**config.mk**
```make
export PLATFORM = sky130hd
export DESIGN_NAME = ulpi_reg_ctrl
export DESIGN_NICKNAME = d
export VERILOG_FILES = /design/src/rtl/ulpi_pkg.sv /design/src/rtl/ulpi_timeout.sv /design/src/rtl/ulpi_reg_ctrl.sv
export SDC_FILE = /design/constraint.sdc
export NUM_CORES = 1
export LEC_CHECK = 0
export ABC_AREA = 1
export BUFFER_PORTS_ARGS = -buffer_cell sky130_fd_sc_hd__buf_4
export CAP_MARGIN = 20
export CORE_MARGIN = 3
export CORE_UTILIZATION = 40
export CTS_BUF_LIST = sky130_fd_sc_hd__clkbuf_8
export DETAILED_ROUTE_END_ITERATION = 10
export GPL_ROUTABILITY_DRIVEN = 0
export GPL_TIMING_DRIVEN = 0
export SLEW_MARGIN = 5
export SYNTH_ARGS = -nofsm -noshare
export SYNTH_HDL_FRONTEND = slang
export SYNTH_SLANG_ARGS = --single-unit
export TNS_END_PERCENT = 50
```
**constraint.sdc**
```tcl
create_clock -name clk -period 3.61 [get_ports clk]
set_input_delay 0.361 -clock clk [delete_from_list [all_inputs] [get_ports clk]]
set_output_delay 0.361 -clock clk [all_outputs]
set_load 0.02 [all_outputs]
```
**src/rtl/ulpi_pkg.sv**
```systemverilog
// ULPI register-access shared definitions: TX command prefixes,
// controller state encoding and the NOOP bus byte.
package ulpi_pkg;

  localparam logic [1:0] CMD_REGW = 2'b10;
  localparam logic [1:0] CMD_REGR = 2'b11;
  localparam logic [7:0] NOOP     = 8'h00;

  typedef enum logic [3:0] {
    S_IDLE,
    S_W_CMD,
    S_W_DATA,
    S_W_STP,
    S_R_CMD,
    S_R_TURN,
    S_R_DATA,
    S_R_WAIT,
    S_RETRY
  } state_t;

  function automatic logic [7:0] tx_cmd(
    input logic       rd,
    input logic [5:0] addr
  );
    return {(rd ? CMD_REGR : CMD_REGW), addr};
  endfunction

endpackage

```
**src/rtl/ulpi_timeout.sv**
```systemverilog
// Per-state dwell counter for the ULPI register controller; flags
// expiry on the TIMEOUT_CYCLES-th consecutive cycle in a busy state.
module ulpi_timeout
  import ulpi_pkg::*;
#(
  parameter int unsigned TIMEOUT_CYCLES = 255
) (
  input  logic   clk,
  input  logic   rst_n,
  input  state_t i_state,
  output logic   o_expired
);

  localparam int unsigned CW = $clog2(TIMEOUT_CYCLES + 1);

  logic [CW-1:0] r_cnt;
  state_t        r_last;
  logic [CW-1:0] w_cnt;
  logic          w_run;

  assign w_run = (i_state != S_IDLE);
  // A state change restarts the count in the same cycle it is seen.
  assign w_cnt = (i_state != r_last) ? '0 : r_cnt;
  assign o_expired = w_run &&
    (w_cnt == CW'(TIMEOUT_CYCLES - 1));

  always_ff @(posedge clk or negedge rst_n) begin
    if (!rst_n) begin
      r_cnt  <= '0;
      r_last <= S_IDLE;
    end else begin
      r_last <= i_state;
      if (w_run && !o_expired)
        r_cnt <= w_cnt + 1'b1;
      else
        r_cnt <= '0;
    end
  end

endmodule

```
**src/rtl/ulpi_reg_ctrl.sv**
```systemverilog
// ULPI link-side PHY register read/write controller.
// Optional abort-on-timeout via `define ULPI_REG_CTRL_TIMEOUT_EN.
module ulpi_reg_ctrl
  import ulpi_pkg::*;
#(
  parameter int unsigned TIMEOUT_CYCLES = 255
) (
  input  logic       clk,
  input  logic       rst,
  input  logic       WD,
  input  logic       RD,
  input  logic [5:0] ADDR,
  input  logic [7:0] REG_DATA_IN,
  output logic [7:0] REG_DATA_OUT,
  output logic       BUSY,
  output logic       DONE,
  output logic       ERR,
  input  logic       DIR,
  input  logic       NXT,
  input  logic [7:0] DATA_I,
  output logic       STP,
  output logic [7:0] DATA_O,
  output logic       DATA_OE
);

  state_t     r_state;
  logic       r_rd;
  logic [5:0] r_addr;
  logic [7:0] r_wdata;
  logic [7:0] r_rdata;
  logic [7:0] r_dout;
  logic       r_oe;
  logic       r_stp;
  logic       r_done;
  logic       w_oe;

  // The PHY owns the bus whenever DIR is high, regardless of state.
  assign w_oe = r_oe & ~DIR;

`ifdef ULPI_REG_CTRL_TIMEOUT_EN
  logic r_err;
  logic w_to;

  ulpi_timeout #(
    .TIMEOUT_CYCLES(TIMEOUT_CYCLES)
  ) u_timeout (
    .clk       (clk),
    .rst_n     (rst),
    .i_state   (r_state),
    .o_expired (w_to)
  );

  assign ERR = r_err;
`else
  logic w_unused_to;

  assign w_unused_to = (TIMEOUT_CYCLES == 0);
  assign ERR = 1'b0;
`endif

  always_ff @(posedge clk or negedge rst) begin
    if (!rst) begin
      r_state <= S_IDLE;
      r_rd    <= 1'b0;
      r_addr  <= '0;
      r_wdata <= '0;
      r_rdata <= '0;
      r_dout  <= NOOP;
      r_oe    <= 1'b0;
      r_stp   <= 1'b0;
      r_done  <= 1'b0;
`ifdef ULPI_REG_CTRL_TIMEOUT_EN
      r_err   <= 1'b0;
`endif
    end else begin
      r_done <= 1'b0;
      r_stp  <= 1'b0;
`ifdef ULPI_REG_CTRL_TIMEOUT_EN
      r_err  <= 1'b0;
      if (w_to) begin
        r_stp   <= w_oe;
        r_err   <= 1'b1;
        r_oe    <= 1'b0;
        r_dout  <= NOOP;
        r_state <= S_IDLE;
      end else
`endif
      unique case (r_state)
        S_IDLE: begin
          if ((WD || RD) && !DIR) begin
            r_rd    <= !WD;
            r_addr  <= ADDR;
            r_wdata <= REG_DATA_IN;
            r_dout  <= tx_cmd(!WD, ADDR);
            r_oe    <= 1'b1;
            r_state <= WD ? S_W_CMD : S_R_CMD;
          end
        end
        S_W_CMD: begin
          if (DIR) begin
            r_oe    <= 1'b0;
            r_dout  <= NOOP;
            r_state <= S_RETRY;
          end else if (NXT) begin
            r_dout  <= r_wdata;
            r_state <= S_W_DATA;
          end
        end
        S_W_DATA: begin
          if (DIR) begin
            r_oe    <= 1'b0;
            r_dout  <= NOOP;
            r_state <= S_RETRY;
          end else if (NXT) begin
            r_dout  <= NOOP;
            r_stp   <= 1'b1;
            r_state <= S_W_STP;
          end
        end
        S_W_STP: begin
          r_oe    <= 1'b0;
          r_done  <= 1'b1;
          r_state <= S_IDLE;
        end
        S_R_CMD: begin
          if (DIR) begin
            r_oe    <= 1'b0;
            r_dout  <= NOOP;
            r_state <= S_RETRY;
          end else if (NXT) begin
            r_oe    <= 1'b0;
            r_dout  <= NOOP;
            r_state <= S_R_TURN;
          end
        end
        S_R_TURN: begin
          if (DIR)
            r_state <= S_R_DATA;
        end
        S_R_DATA: begin
          // NXT with DIR means an RX packet pre-empted the read.
          if (DIR && !NXT) begin
            r_rdata <= DATA_I;
            r_state <= S_R_WAIT;
          end else begin
            r_state <= S_RETRY;
          end
        end
        S_R_WAIT: begin
          if (!DIR) begin
            r_done  <= 1'b1;
            r_state <= S_IDLE;
          end
        end
        S_RETRY: begin
          if (!DIR) begin
            r_dout  <= tx_cmd(r_rd, r_addr);
            r_oe    <= 1'b1;
            r_state <= r_rd ? S_R_CMD : S_W_CMD;
          end
        end
        default: begin
          r_oe    <= 1'b0;
          r_dout  <= NOOP;
          r_state <= S_IDLE;
        end
      endcase
    end
  end

  assign REG_DATA_OUT = r_rdata;
  assign BUSY         = (r_state != S_IDLE);
  assign DONE         = r_done;
  assign STP          = r_stp;
  assign DATA_O       = r_dout;
  assign DATA_OE      = w_oe;

endmodule

```
# Yosys cells after proc, flatten, opt, wreduce, memory -nomap -nowiden

Index checks and enable logic that the tools add are counted.

Register bits after elaboration: 38
Bits in latches: 0
RAM bits: 0
Bits in read-only memories: 0
Input bits: 28
Output and inout port bits: 21
Word-level logic and storage cells: 81
Memories kept: 0

Add/subtract/negate cells: 0
$mul: 0
Div/mod/pow operators: 0
Magnitude comparators: 0
Equality and inequality tests: 17
Shifts and indexed selects: 0
Muxes and demuxes: 34
Bitwise gates (word level): 4
Reduce and logical (&&, ||, !) cells: 17

Operators by type and width:

| operator           | number |
|---|---|
| $mux 8             | 6 |
| $mux 4             | 11 |
| $pmux 8 s5         | 1 |
| $pmux 4 s8         | 1 |
| $eq 4x3->1 const B | 4 |
| $mux 1             | 11 |
| $reduce_and 5->1   | 2 |
| $ne 3x3->1 const B | 3 |
| $eq 4x2->1 const B | 2 |
| $ne 2x2->1 const B | 4 |
| $reduce_and 7->1   | 1 |
| $mux 3             | 2 |
| $pmux 1 s5         | 1 |
| $eq 4x1->1 const B | 1 |
| $eq 4x4->1 const B | 1 |
| $logic_not 4->1    | 1 |
| $reduce_and 2->1   | 2 |
| $reduce_bool 4->1  | 1 |
| $reduce_or 2->1    | 2 |
| $reduce_or 4->1    | 1 |
| $logic_not 1->1    | 3 |
| $ne 3x1->1 const B | 1 |
| $not 1->1          | 3 |
| $reduce_or 3->1    | 1 |
| other kinds (5)    | 6 |

# Depth between registers and ports, before layout

Gate-level depths: netlist of run 1.

Depth after elaboration: 4
Mapped depth: 9

# Worst setup path before layout of run 1

Ideal clock, no wire load.

Kind: register to register
From: register r_state[3]
To: register r_oe
Setup time: 0.076 ns
Arrival: 1.377 ns
Data required time: 3.534 ns
Setup slack: 2.156 ns
Cell stages (with the launch flop): 9
Path buffers: 1
Period minus slack after synthesis: 1.454 ns
Cells stage by stage: dfrtp_1 > nor2_2 > nand2_1 > nor2_1 > nor2_4 > buf_6 > nand2_1 > nand2_1 > o21ai_1

Word-level cells in the longest chain between the ends: 4
Elaborated cells between the ends (all ways): 17
Classes of those cells: 11 x eq/ne; 1 x mux; 1 x bitwise; 4 x reduce/logical

Ends and longest elaborated chain:

| element                                                      | RTL line             | source |
|---|---|---|
| start, declared                                              | ulpi_reg_ctrl.sv:26  | `state_t r_state;` |
| start signal, assigned                                       | ulpi_reg_ctrl.sv:96  | `r_state <= WD ? S_W_CMD : S_R_CMD;` |
| start signal, assigned                                       | ulpi_reg_ctrl.sv:159 | `r_state <= r_rd ? S_R_CMD : S_W_CMD;` |
| $eq 4x2->1, or another cell as far along                     | ulpi_reg_ctrl.sv:88  | `unique case (r_state)` |
| $reduce_or 2->1 (no line) or $reduce_or 3->1 (tied branches) | -                    |  |
| $ne 2x1->1 (no line) or $not 1->1 (tied branches)            | -                    |  |
| $reduce_and 5->1 (no line)                                   | -                    |  |
| end signal, assigned                                         | ulpi_reg_ctrl.sv:95  | `r_oe <= 1'b1;` |
| end signal, assigned                                         | ulpi_reg_ctrl.sv:101 | `r_oe <= 1'b0;` |
| end signal, assigned                                         | ulpi_reg_ctrl.sv:111 | `r_oe <= 1'b0;` |
| end, declared                                                | ulpi_reg_ctrl.sv:32  | `logic r_oe;` |

Parallel ways exist; a longest one is shown, timed or not.
A chain may end at the register's enable or synchronous reset.

# Worst setup path in the final report of run 1

From: register r_state[1]
To: register r_dout[3], in the netlist DATA_O[3]

Word-level cells in the longest chain between the ends: 4
Elaborated cells between the ends (all ways): 18
Classes of those cells: 12 x eq/ne; 1 x mux; 1 x bitwise; 4 x reduce/logical

Ends and longest elaborated chain:

| element                                                      | RTL line             | source |
|---|---|---|
| $eq 4x3->1 or $eq 4x2->1 (tied branches)                     | ulpi_reg_ctrl.sv:88  |  |
| $reduce_or 2->1 (no line) or $reduce_or 4->1 (tied branches) | -                    |  |
| $ne 3x1->1 (no line) or $not 1->1 (tied branches)            | -                    |  |
| $reduce_and 5->1 (no line)                                   | -                    |  |
| end signal, assigned                                         | ulpi_reg_ctrl.sv:94  | `r_dout <= tx_cmd(!WD, ADDR);` |
| end signal, assigned                                         | ulpi_reg_ctrl.sv:105 | `r_dout <= r_wdata;` |
| end signal, assigned                                         | ulpi_reg_ctrl.sv:157 | `r_dout <= tx_cmd(r_rd, r_addr);` |
| end, declared                                                | ulpi_reg_ctrl.sv:31  | `logic [7:0] r_dout;` |

Parallel ways exist; a longest one is shown, timed or not.

==> impl_results.md, run 1 <==
- CTS max path bufs: 2
- Die ar.: roughly 6000 µm²
- Gr usage total: 18.4%
- Peak supply drop: between 0.2 and 0.3 mV
- Overflow after GRT: 0
- Critical Path Fanout Max: 10
- Final hold viol count: 0
- Die H: just under 80 µm
- Final wirelength: a little over 5 mm
- CTS Root Cell: clkbuf_8
- Antenna violations before repair: 0
- P per Cell Area: between 700 and 800 nW/µm²
- Final setup fails: 0
- Synth area leaders: dfrtp_1 (46%), nand2_1 (16%), nand3_1 (12%), nor2_1 (5.5%), inv_1 (3.3%)
- M1 WL: around 2.3 mm
- CP arrival: around 1900 ps
- Highest routed layer: met4
- Clk_skew: 6.07 ps
- Row count: 25
- Setup TNS: 0 ps
- # port buffers: 46
- Synthesized instance count: ~280
- Synth unique cells: 24
- Min Tclk post-route: ~1700 ps
- Area of the multi-input gates: between 900 and 1000 µm²
- Period utilization: between 40 and 50%
- Slew Viols, Final: 0
- CTS Hold Bufs: 0
- Die width: just under 80 µm
- P_leak: approximately 1.4 nW
- Core area: between 4000 and 5000 µm²
- CTS buffer count: 5
- CP Launch Type: flip-flop
- Worst-Skew Late Latency: between 200 and 300 ps
- Post-synth top area share: a little under half
- Top Ports: roughly 50
- Layout fillers: 496
- CP Buf/Inv Count: 2
- Global-route wire length before repair: around 9 mm
- Vias: between 1500 and 2000
- CTS tree: done
- Drt initial violations: 93
- Max incr delay on CP: 430 ps
- Yosys top cell by area: dfrtp_1
- Crit path depth: 7
- Pre-antenna DRT Iters: 6
- Vias in the first global route: between 1500 and 2000
- Area Growth Syn to Fin: 24.8%
- Critical Path RT: 3840 ps
- WHS: around 34 ps
- Starting Density: 42.2%
- FMAX: just under 600 MHz
- RSZ-0062 raised after global routing: no
- Post-Syn Area: between 2000 and 2500 µm²
- # H-tree levels: 2
- Metal2 WL: ~2.5 mm
- # DRC: 0
- CP Cell Sequence: nor2_1 > buf_2 > buf_2 > nand3_1 > nand3_1 > nand4_1 > nand2_1
- Met3 wire length: roughly 290 µm
- Largest delay share family, worst path: simple AND/OR/NAND/NOR gates
- Clk sink count: 38
- FF+latch area: 951 µm²
- Hold Path Class: primary input to asynchronous set/reset pin
- Mapped Nets: between 300 and 400
- Worst r2r path cells: 7
- Share of layout cells above drive strength 1: 23.7%
- Synth warnings: 0
- Setup bufs post-CTS: 0
- Total of max-cap violations: 0
- DRT antenna net count: 0
- Hpwl dp: about 3.7 mm
- Worst-path clk slew: around 70 ps
- CP Capture Type: flip-flop
- Cts repair resizes: 0
- Vias per inst: around 5.0
- Outcome: complete, no violations
- Number of nets in the layout: ~360
- Largest net degree at the start of global routing: 39
- WL/cell: 13.0 µm
- Avg Cell Area, Syn: ~7.4 µm²
- FF+latch count, synth: 38
- # diodes: 0
- Slowest cell on crit path: dfrtp_1
- Crit path kind: flip-flop to flip-flop
- Register area share after synthesis: between 40 and 50%
- Setup slack, reg-to-reg: 1930 ps
cell usage in the layout, fill, tap and decap left out, drive strengths merged:
cell    count
nand4       9
o21ai       4
dfrtp      38
nand3b      1
and3        1
buf        57
a211oi      1
nor2       37
conb        1
clkinv      2
inv        21
a21oi       8
o211ai      1
nand2      92
clkbuf      6
nand3      50
final cells by class:
type | instances | share of cell area [%]
Buffer | 12 | 2.74
Clock buffer | 5 | 2.69
Clock inverter | 2 | 0.392
Inverter | 21 | 3.08
Multi-Input combinational cell | 205 | 37.1
Sequential cell | 38 | 37.2
Tap cell | 67 | 3.28
Timing Repair Buffer | 46 | 13.5
final timing paths:
check,start,end
min in group clk,DATA_I[6],REG_DATA_OUT[6]
min,rst,r_state[2]
max,r_state[1],DATA_O[3]
min reg2reg,r_addr[2],r_addr[2]
max in group asynchronous,rst,r_addr[2]
max reg2reg,r_state[1],DATA_O[3]
cell usage after synthesis (all sizes together):
cell,number
conb,1
o211ai,1
buf,11
nand4,9
a211oi,1
nor2,37
dfrtp,38
and3,1
nand3b,1
clkbuf,1
o21ai,4
nand3,50
nand2,92
a21oi,8
inv,21
layer usage:
metal | track usage (%) | up-vias
met3 | 4.64 | 4
met5 | 0 | -
met4 | 5.34 | 0
met1 | 23.2 | 930
met2 | 31.1 | 49
li1 | - | 994
logic make-up after synthesis:
logic type	after synthesis	synth area share, %
AOI/OAI and AO/OA	14	3.67
buffers and inverters	33	7.27
DFF	38	46.4
other	1	0.183
and+or+nand+nor	190	42.5
where the power goes:
group          total (mW)  switching, mW  internal (mW)
Sequential          0.675         0.0871          0.588
Clock               0.273          0.143          0.130
Combinational        1.02          0.651          0.367
Total                1.97          0.881           1.08
state kept, by name, summed over array words and instances, names as in the netlist:
| signal | flops |
|---|---|
| DATA_O | 8 |
| REG_DATA_OUT | 8 |
| r_oe | 1 |
| r_addr | 6 |
| r_state | 4 |
| r_rd | 1 |
| r_wdata | 8 |
| STP | 1 |
| DONE | 1 |
through the flow:
stage                     cells  utilization, %  power, mW  worst slack (ps)  instance area, µm²
after floorplan             276               -       1.38              2160                2050
after global placement      389            51.1       1.70              1970                2480
after detailed placement    389            51.1       1.71              1980                2480
after CTS                   396            52.7       1.99              1960                2560
after global routing        396            52.7       2.14              1770                2560
final                       396            52.7       1.97              1930                2560
No activity file was read; power rests on OpenSTA's default activity.
==> run 2: changes to the inputs <==
--- a/config.mk
+++ b/config.mk
@@ -5,7 +5,7 @@
 export SDC_FILE = /design/constraint.sdc
 export NUM_CORES = 1
 export LEC_CHECK = 0
-export ABC_AREA = 1
+export ABC_AREA = 0
 export BUFFER_PORTS_ARGS = -buffer_cell sky130_fd_sc_hd__buf_4
 export CAP_MARGIN = 20
 export CORE_MARGIN = 3
@@ -14,6 +14,7 @@
 export DETAILED_ROUTE_END_ITERATION = 10
 export GPL_ROUTABILITY_DRIVEN = 0
 export GPL_TIMING_DRIVEN = 0
+export PLACE_DENSITY = 0.66
 export SLEW_MARGIN = 5
 export SYNTH_ARGS = -nofsm -noshare
 export SYNTH_HDL_FRONTEND = slang
==> constraint.sdc (replaced) <==
create_clock -name clk -period 1.5 [get_ports clk]
set_input_delay 0.15 -clock clk [delete_from_list [all_inputs] [get_ports clk]]
set_output_delay 0.15 -clock clk [all_outputs]
set_load 0.02 [all_outputs]
==> run 2 against run 1 <==
  * The flow now finishes with violations (negative setup slack)
  * Synthesized area decreased by 7.9%
  * Routed wire length decreased by 16%
  * Flip-flop and latch count unchanged
==> impl_results.md, run 2 <==
- Outcome: complete, but fails checks
- Violated checks: negative setup slack
- CP arrival: about 1900 ps
- Number of nets in the layout: about 270
- Post-synth top area share: a little over 50%
- Sequential share of power: between 30% and 40%
- Drt initial violations: between 50 and 60
- Peak supply drop: 0.863 mV
- Synth unique cells: 39
- Number of enable flip-flop cells after synthesis: 0
- Setup ws final: -250 ps
- Routing usage on met3: ~4.7%
- # port buffers: between 40 and 50
- CTS Root Cell: clkbuf_8
- Synth area leaders: dfrtp_1 (50%), mux2_2 (13%), o21ai_0 (4.2%), mux2i_1 (3.7%), nor2_1 (3.0%)
- R2R Path End: r_wdata[0]
- Grt met2 use: between 20% and 30%
- Area Growth Syn to Fin: 40.3%
- Die width: between 70 and 80 µm
- WL/cell: 14.6 µm
- Clk sink count: 38
- Vias: roughly 1500
- Final wirelength: ~4.3 mm
- Switching Share: about two fifths
- Critical path destination: r_wdata[0]
- Final hold viol count: 0
- Synthesized instance count: ~170
- Core Util, Final: about three fifths
- Critical Path Fanout Max: 7
- Most frequent cells in the layout: buf_4 (59), dfrtp_1 (35), mux2_2 (19), nor2_1 (12), a21oi_1 (11)
- Register area share after synthesis: 50.4%
- FF+latch count, synth: 38
- Top cells by count, synth: dfrtp_1 (38), mux2_2 (22), o21ai_0 (16), nor2_1 (15), nand2_1 (12)
- Worst r2r path cells: 6
- Synth warnings: 0
- Starting Density: 42.5%
- Worst Setup SP: r_state[3]
- Gr usage total: 16.1%
- Critical Path RT: 1690 ps
- Post-synth ARST share: 100%
- DRT antenna net count: 0
- Post-Syn Area: about 1900 µm²
- Non-Filler Instances: 294
- Vias in the first global route: 1445
- RSZ-0062 raised after global routing: yes
- Pre-CTS setup slack: -507 ps
- CP Cell Sequence: or2_4 > buf_4 > nor2_4 > o21a_4 > clkbuf_16 > mux2_2
- Global-route wire length before repair: around 6.8 mm
- Overflow after GRT: 0
- # DRC: 0
- GR peak layer: met2
- GRT met1 Usage: a little over a fifth
- Share of layout cells above drive strength 1: 50.8%
- Pre-antenna DRT Iters: 4
- P_leak: ~1.2 nW
- Mapped Nets: about 200
- CP Capture Type: flip-flop
- Total power: around 5.4 mW
- Most common flop cell mapped by yosys: dfrtp_1
- Clk_skew: approximately 8.4 ps
- Int Power: around 3.3 mW
- Crit path kind: flip-flop to flip-flop
- CTS buffer count: 5
- Setup slack, reg-to-reg: -250 ps
- CTS tree: done
- Commonest non-fill, non-tap cell in the layout: buf_4
- Worst r2r src: r_state[3]
- Die H: ~75 µm
- Comb power frac: 53.5%
- Hold Path Class: primary input to flip-flop
- Largest net degree at the start of global routing: 39
- # diodes: 0
- Avg Cell Area, Syn: around 11 µm²
- Yosys top cell by area: dfrtp_1
- Slowest cell on crit path: dfrtp_2
- Die ar.: 5580 µm²
- NetSw: about 2.1 mW
- Period utilization: 117%
- Top Ports: between 40 and 50
- Most frequent cell after synthesis: dfrtp_1
- Row count: 24
- Total of max-cap violations: 0
- P per Cell Area: just over 2000 nW/µm²
- Max incr delay on CP: roughly 430 ps
- Clock network power share: 13.5%
- CTS max path bufs: 2
- Antenna violations before repair: 0
- Core area: about 4400 µm²
- Slew Viols, Final: 0
- # H-tree levels: 2
- Placed cell count: between 200 and 300
- Layout fillers: between 300 and 400
- Final setup fails: 34
- Min Tclk post-route: between 1500 and 2000 ps
- Worst-Skew Late Latency: ~300 ps
- FMAX: between 500 and 600 MHz
- WHS: around 75 ps
- Vias per inst: approximately 5
- Worst-path clk slew: roughly 70 ps
- Hpwl dp: just over 3 mm
- CP Launch Type: flip-flop
[run 2: cell types whose count changed after synthesis, moves of 5 or more]
cell / before / now
nand2_1: 90 / 12
nand3_1: 48 / 2
mux2_2: 0 / 22
inv_1: 18 / 3
nor2_1: 30 / 15
o21ai_0: 2 / 16
nand4_1: 9 / 0
mux2i_1: 0 / 7
nor2_4: 5 / 0
[run 2: per-stage QoR]
stage                     cell area, µm²  setup TNS [ps]
after global routing                2650           -7510
final                               2650           -5820
after CTS                           2540           -5030
after detailed placement            2320          -11080
after global placement              2320          -10580
after floorplan                     1910           -3300
[run 2: worst min-delay path by stage]
| stage | startpoint | to | slack [ps] | depth (start not counted) |
|---|---|---|---|---|
| after floorplan | rst | DATA_O[0] | -150 | 0 |
| after detailed placement | rst | REG_DATA_OUT[0] | 140 | 1 |
| after global placement | rst | REG_DATA_OUT[0] | 140 | 1 |
| after global routing | REG_DATA_IN[2] | r_wdata[2] | 70 | 2 |
| after CTS | WD | r_rd | 60 | 2 |
| final | WD | r_rd | 70 | 2 |
[run 2: kinds of logic (layout without fill, tap and decap cells)]
kind of cell,after synthesis,after routing,synth area share (%)
and+or+nand+nor,48,48,12.4
AOI/OAI and AO/OA,43,43,15.3
DFF,38,38,50.4
muxes,29,29,16.8
buffers and inverters,13,82,4.44
other,1,1,0.199
xor gates and xnor gates,1,1,0.464
[run 2: what timing repair did]
action | CTS | global route
gates cloned | 1 | 1
setup endpoints to repair | 35 | 35
hold buffers | 1 | 0
gates resized for setup | 29 | 11
hold endpoints to repair | 38 | 0
pin swaps | 10 | 4
setup buffers | 5 | 6
[run 2: power groups by stage]
stage	sequential, mW	clock [mW]	combinational (mW)
6_report	1.78	0.725	2.88
5_1_grt	1.83	0.781	3.15
4_1_cts	1.76	0.736	2.66
3_5_place_dp	1.77	0	2.36
3_3_place_gp	1.76	0	2.33
2_1_floorplan	1.97	0	1.40
[run 2: layout make-up]
type	instances	area [µm²]	share of cell area [%]
sequential	38	955	36.1
inverter	3	11.3	0.426
buffer	10	96.3	3.64
tap	52	65.1	2.46
multi-input combinational	122	946	35.7
clock inverter	2	8.76	0.331
timing repair buffer	61	482	18.2
clock buffer	6	82.6	3.12
[run 2: layer usage]
layer	vias to the layer above	part of all wire, %
li1	746	-
met1	702	46
met2	48	45
met3	12	6.3
met4	0	2.3
met5	-	0
[run 2: worst max-delay path: cells and delay by family (launching register included)]
family	cells	cell delay (ps)
multiplexers	1	320
AND/OR/NAND/NOR	2	370
AO/OA/AOI/OAI	1	210
buffers and inverters	2	320
flip-flops	1	430
==> run 3: changes to the inputs <==
--- a/config.mk
+++ b/config.mk
@@ -15,6 +15,7 @@
 export GPL_ROUTABILITY_DRIVEN = 0
 export GPL_TIMING_DRIVEN = 0
 export PLACE_DENSITY = 0.66
+export RECOVER_POWER = 50
 export SLEW_MARGIN = 5
 export SYNTH_ARGS = -nofsm -noshare
 export SYNTH_HDL_FRONTEND = slang
==> run 3 against run 2 <==
  * The flow still finishes with violations (negative setup slack)
  * Critical path depth unchanged
  * Setup slack about the same
  * Clock power about the same
  * First-iteration DRC count unchanged
  * Die area stayed put
  * Hold slack about the same
  * Global-route usage unchanged
  * Sequential share of layout area hardly changed
  * Non-clock buffer count did not move
  * Count of clock-buffer cells in the layout stayed put
  * Clock skew hardly changed
  * Largest power group unchanged
  * Highest routed layer unchanged
==> impl_results.md, run 3 (synthesis gave the netlist of run 2 again) <==
- Outcome: complete, but fails checks
- Violated checks: negative setup slack
- Drt initial violations: 55
- # diodes: 0
- Pre-antenna DRT Iters: 4
- Vias per inst: between 5 and 6
- FMAX: 571 MHz
- NetSw: just over 2 mW
- CP arrival: around 1900 ps
- Setup ws final: -250 ps
- Largest net degree at the start of global routing: 39
- Worst-Skew Late Latency: about 300 ps
- DRT antenna net count: 0
- Clk_skew: between 8 and 9 ps
- # port buffers: between 40 and 50
- Gr usage total: about 16%
- P_leak: about 1.2 nW
- Critical path destination: r_wdata[0]
- # H-tree levels: 2
- Hpwl dp: slightly above 3 mm
- Peak supply drop: between 0.8 and 0.9 mV
- CTS tree: done
- CTS buffer count: 5
- Share of layout cells above drive strength 1: between 50% and 60%
- Core area: 4440 µm²
- Number of nets in the layout: approximately 270
- Crit path kind: flip-flop to flip-flop
- Final setup fails: 34
- Layout fillers: between 300 and 400
- Hold Path Class: primary input to flip-flop
- CP Cell Sequence: or2_4 > buf_4 > nor2_4 > o21a_4 > clkbuf_16 > mux2_2
- Antenna violations before repair: 0
- WL/cell: between 10 and 15 µm
- Die width: about 75 µm
- # DRC: 0
- Worst Setup SP: r_state[3]
- Placed cell areas: ~2300 µm²
- Final hold viol count: 0
- Area Growth Syn to Fin: 40.1%
- Top Ports: about 50
- RSZ-0062 raised after global routing: yes
- Clk sink count: 38
- Critical Path RT: ~1700 ps
- Worst-path clk slew: 70 ps
- Vias: roughly 1500
- Most frequent cells in the layout: buf_4 (58), dfrtp_1 (35), mux2_2 (19), nor2_1 (12), a21oi_1 (11)
- Starting Density: a little over two fifths
- Row count: 24
- Non-Filler Instances: ~300
- Die ar.: roughly 5600 µm²
- Setup slack, reg-to-reg: -250 ps
- Comb power frac: 53.5%
- Overflow after GRT: 0
- Int Power: 3.33 mW
- Slew Viols, Final: 0
- Final instance area: about 2600 µm²
- Critical Path Fanout Max: 7
- Final wirelength: 4.30 mm
- Vias in the first global route: ~1400
- CP Capture Type: flip-flop
- Global-route wire length before repair: about 6.8 mm
- Max incr delay on CP: 430 ps
- CP Launch Type: flip-flop
- Worst r2r src: r_state[3]
- Clock network power share: 13.5%
- Max_slew headroom: a little under two fifths
- Period utilization: 117%
- R2R Path End: r_wdata[0]
- Hold Path Origin: WD
- P per Cell Area: just over 2000 nW/µm²
- Die H: about 75 µm
- CTS Root Cell: clkbuf_8
- Total power: 5.38 mW
- CTS max path bufs: 2
- Slowest cell on crit path: dfrtp_2
- Total of max-cap violations: 0
- Commonest non-fill, non-tap cell in the layout: buf_4
- Min Tclk post-route: 1750 ps
- Worst r2r path cells: 6
- Tightest Pin Transition: between 900 and 1000 ps
- Placed cell count: 272
- Switching Share: about two fifths
- Sequential share of power: between 30 and 40%
- WHS: between 70 and 80 ps
run 3: changes by cell type in the layout (fill, tap and decap cells not counted), sizes merged:
cell,change
buf,-1
clkbuf,+1
run 3: routing by layer:
metal | global-route usage (%) | routed length (µm) | vias to the layer above
met1 | 21.6 | 1990 | 702
met5 | 0 | 0 | -
met3 | 4.67 | 271 | 12
li1 | - | - | 746
met4 | 8.10 | 99 | 0
met2 | 23.9 | 1940 | 48
run 3: critical path, delay by kind of cell, from the launching register on:
kind	cells	cell delay, ps
multiplexers	1	320
flip-flops	1	430
buffers and inverters	2	320
AO/OA/AOI/OAI	1	210
AND/OR/NAND/NOR	2	370
run 3: worst min path at each step:
stage	endpoint	slack (ps)	cells past startpoint
2_1_floorplan	DATA_O[0]	-150	0
3_3_place_gp	REG_DATA_OUT[0]	140	1
3_5_place_dp	REG_DATA_OUT[0]	140	1
4_1_cts	r_rd	60	2
5_1_grt	r_wdata[2]	70	2
6_report	r_rd	70	2
run 3: power by group through the flow:
| stage | clock, mW | combinational, mW | sequential (mW) |
|---|---|---|---|
| 2_1_floorplan | 0 | 1.40 | 1.97 |
| 3_3_place_gp | 0 | 2.33 | 1.76 |
| 3_5_place_dp | 0 | 2.36 | 1.77 |
| 4_1_cts | 0.736 | 2.66 | 1.76 |
| 5_1_grt | 0.781 | 3.15 | 1.83 |
| 6_report | 0.725 | 2.88 | 1.78 |
run 3: area by class of cell:
| class | count | area (µm²) | share of cell area (%) |
|---|---|---|---|
| Clock inverter | 2 | 8.76 | 0.331 |
| Tap cell | 52 | 65.1 | 2.46 |
| Sequential cell | 38 | 955 | 36.1 |
| Inverter | 3 | 11.3 | 0.426 |
| Buffer | 10 | 96.3 | 3.64 |
| Multi-Input combinational cell | 122 | 946 | 35.8 |
| Timing Repair Buffer | 61 | 479 | 18.1 |
| Clock buffer | 6 | 82.6 | 3.12 |
run 3: per-stage QoR:
| stage | setup TNS (ps) | worst slack, ps | util [%] |
|---|---|---|---|
| 6_report | -5820 | -250 | 59.5 |
| 3_5_place_dp | -11080 | -507 | 52.3 |
| 2_1_floorplan | -3300 | -157 | - |
| 3_3_place_gp | -10580 | -497 | 52.3 |
| 5_1_grt | -7510 | -283 | 59.5 |
| 4_1_cts | -5030 | -221 | 57.2 |
run 3: repair_timing:
item / 4_1_cts / 5_1_grt
endpoints found under the hold margin: 38 / 0
endpoints found under the setup margin: 35 / 35
hold buffers: 1 / 0
cloned: 1 / 1
pin swaps: 10 / 4
gates resized for setup: 29 / 11
setup buffers: 5 / 6
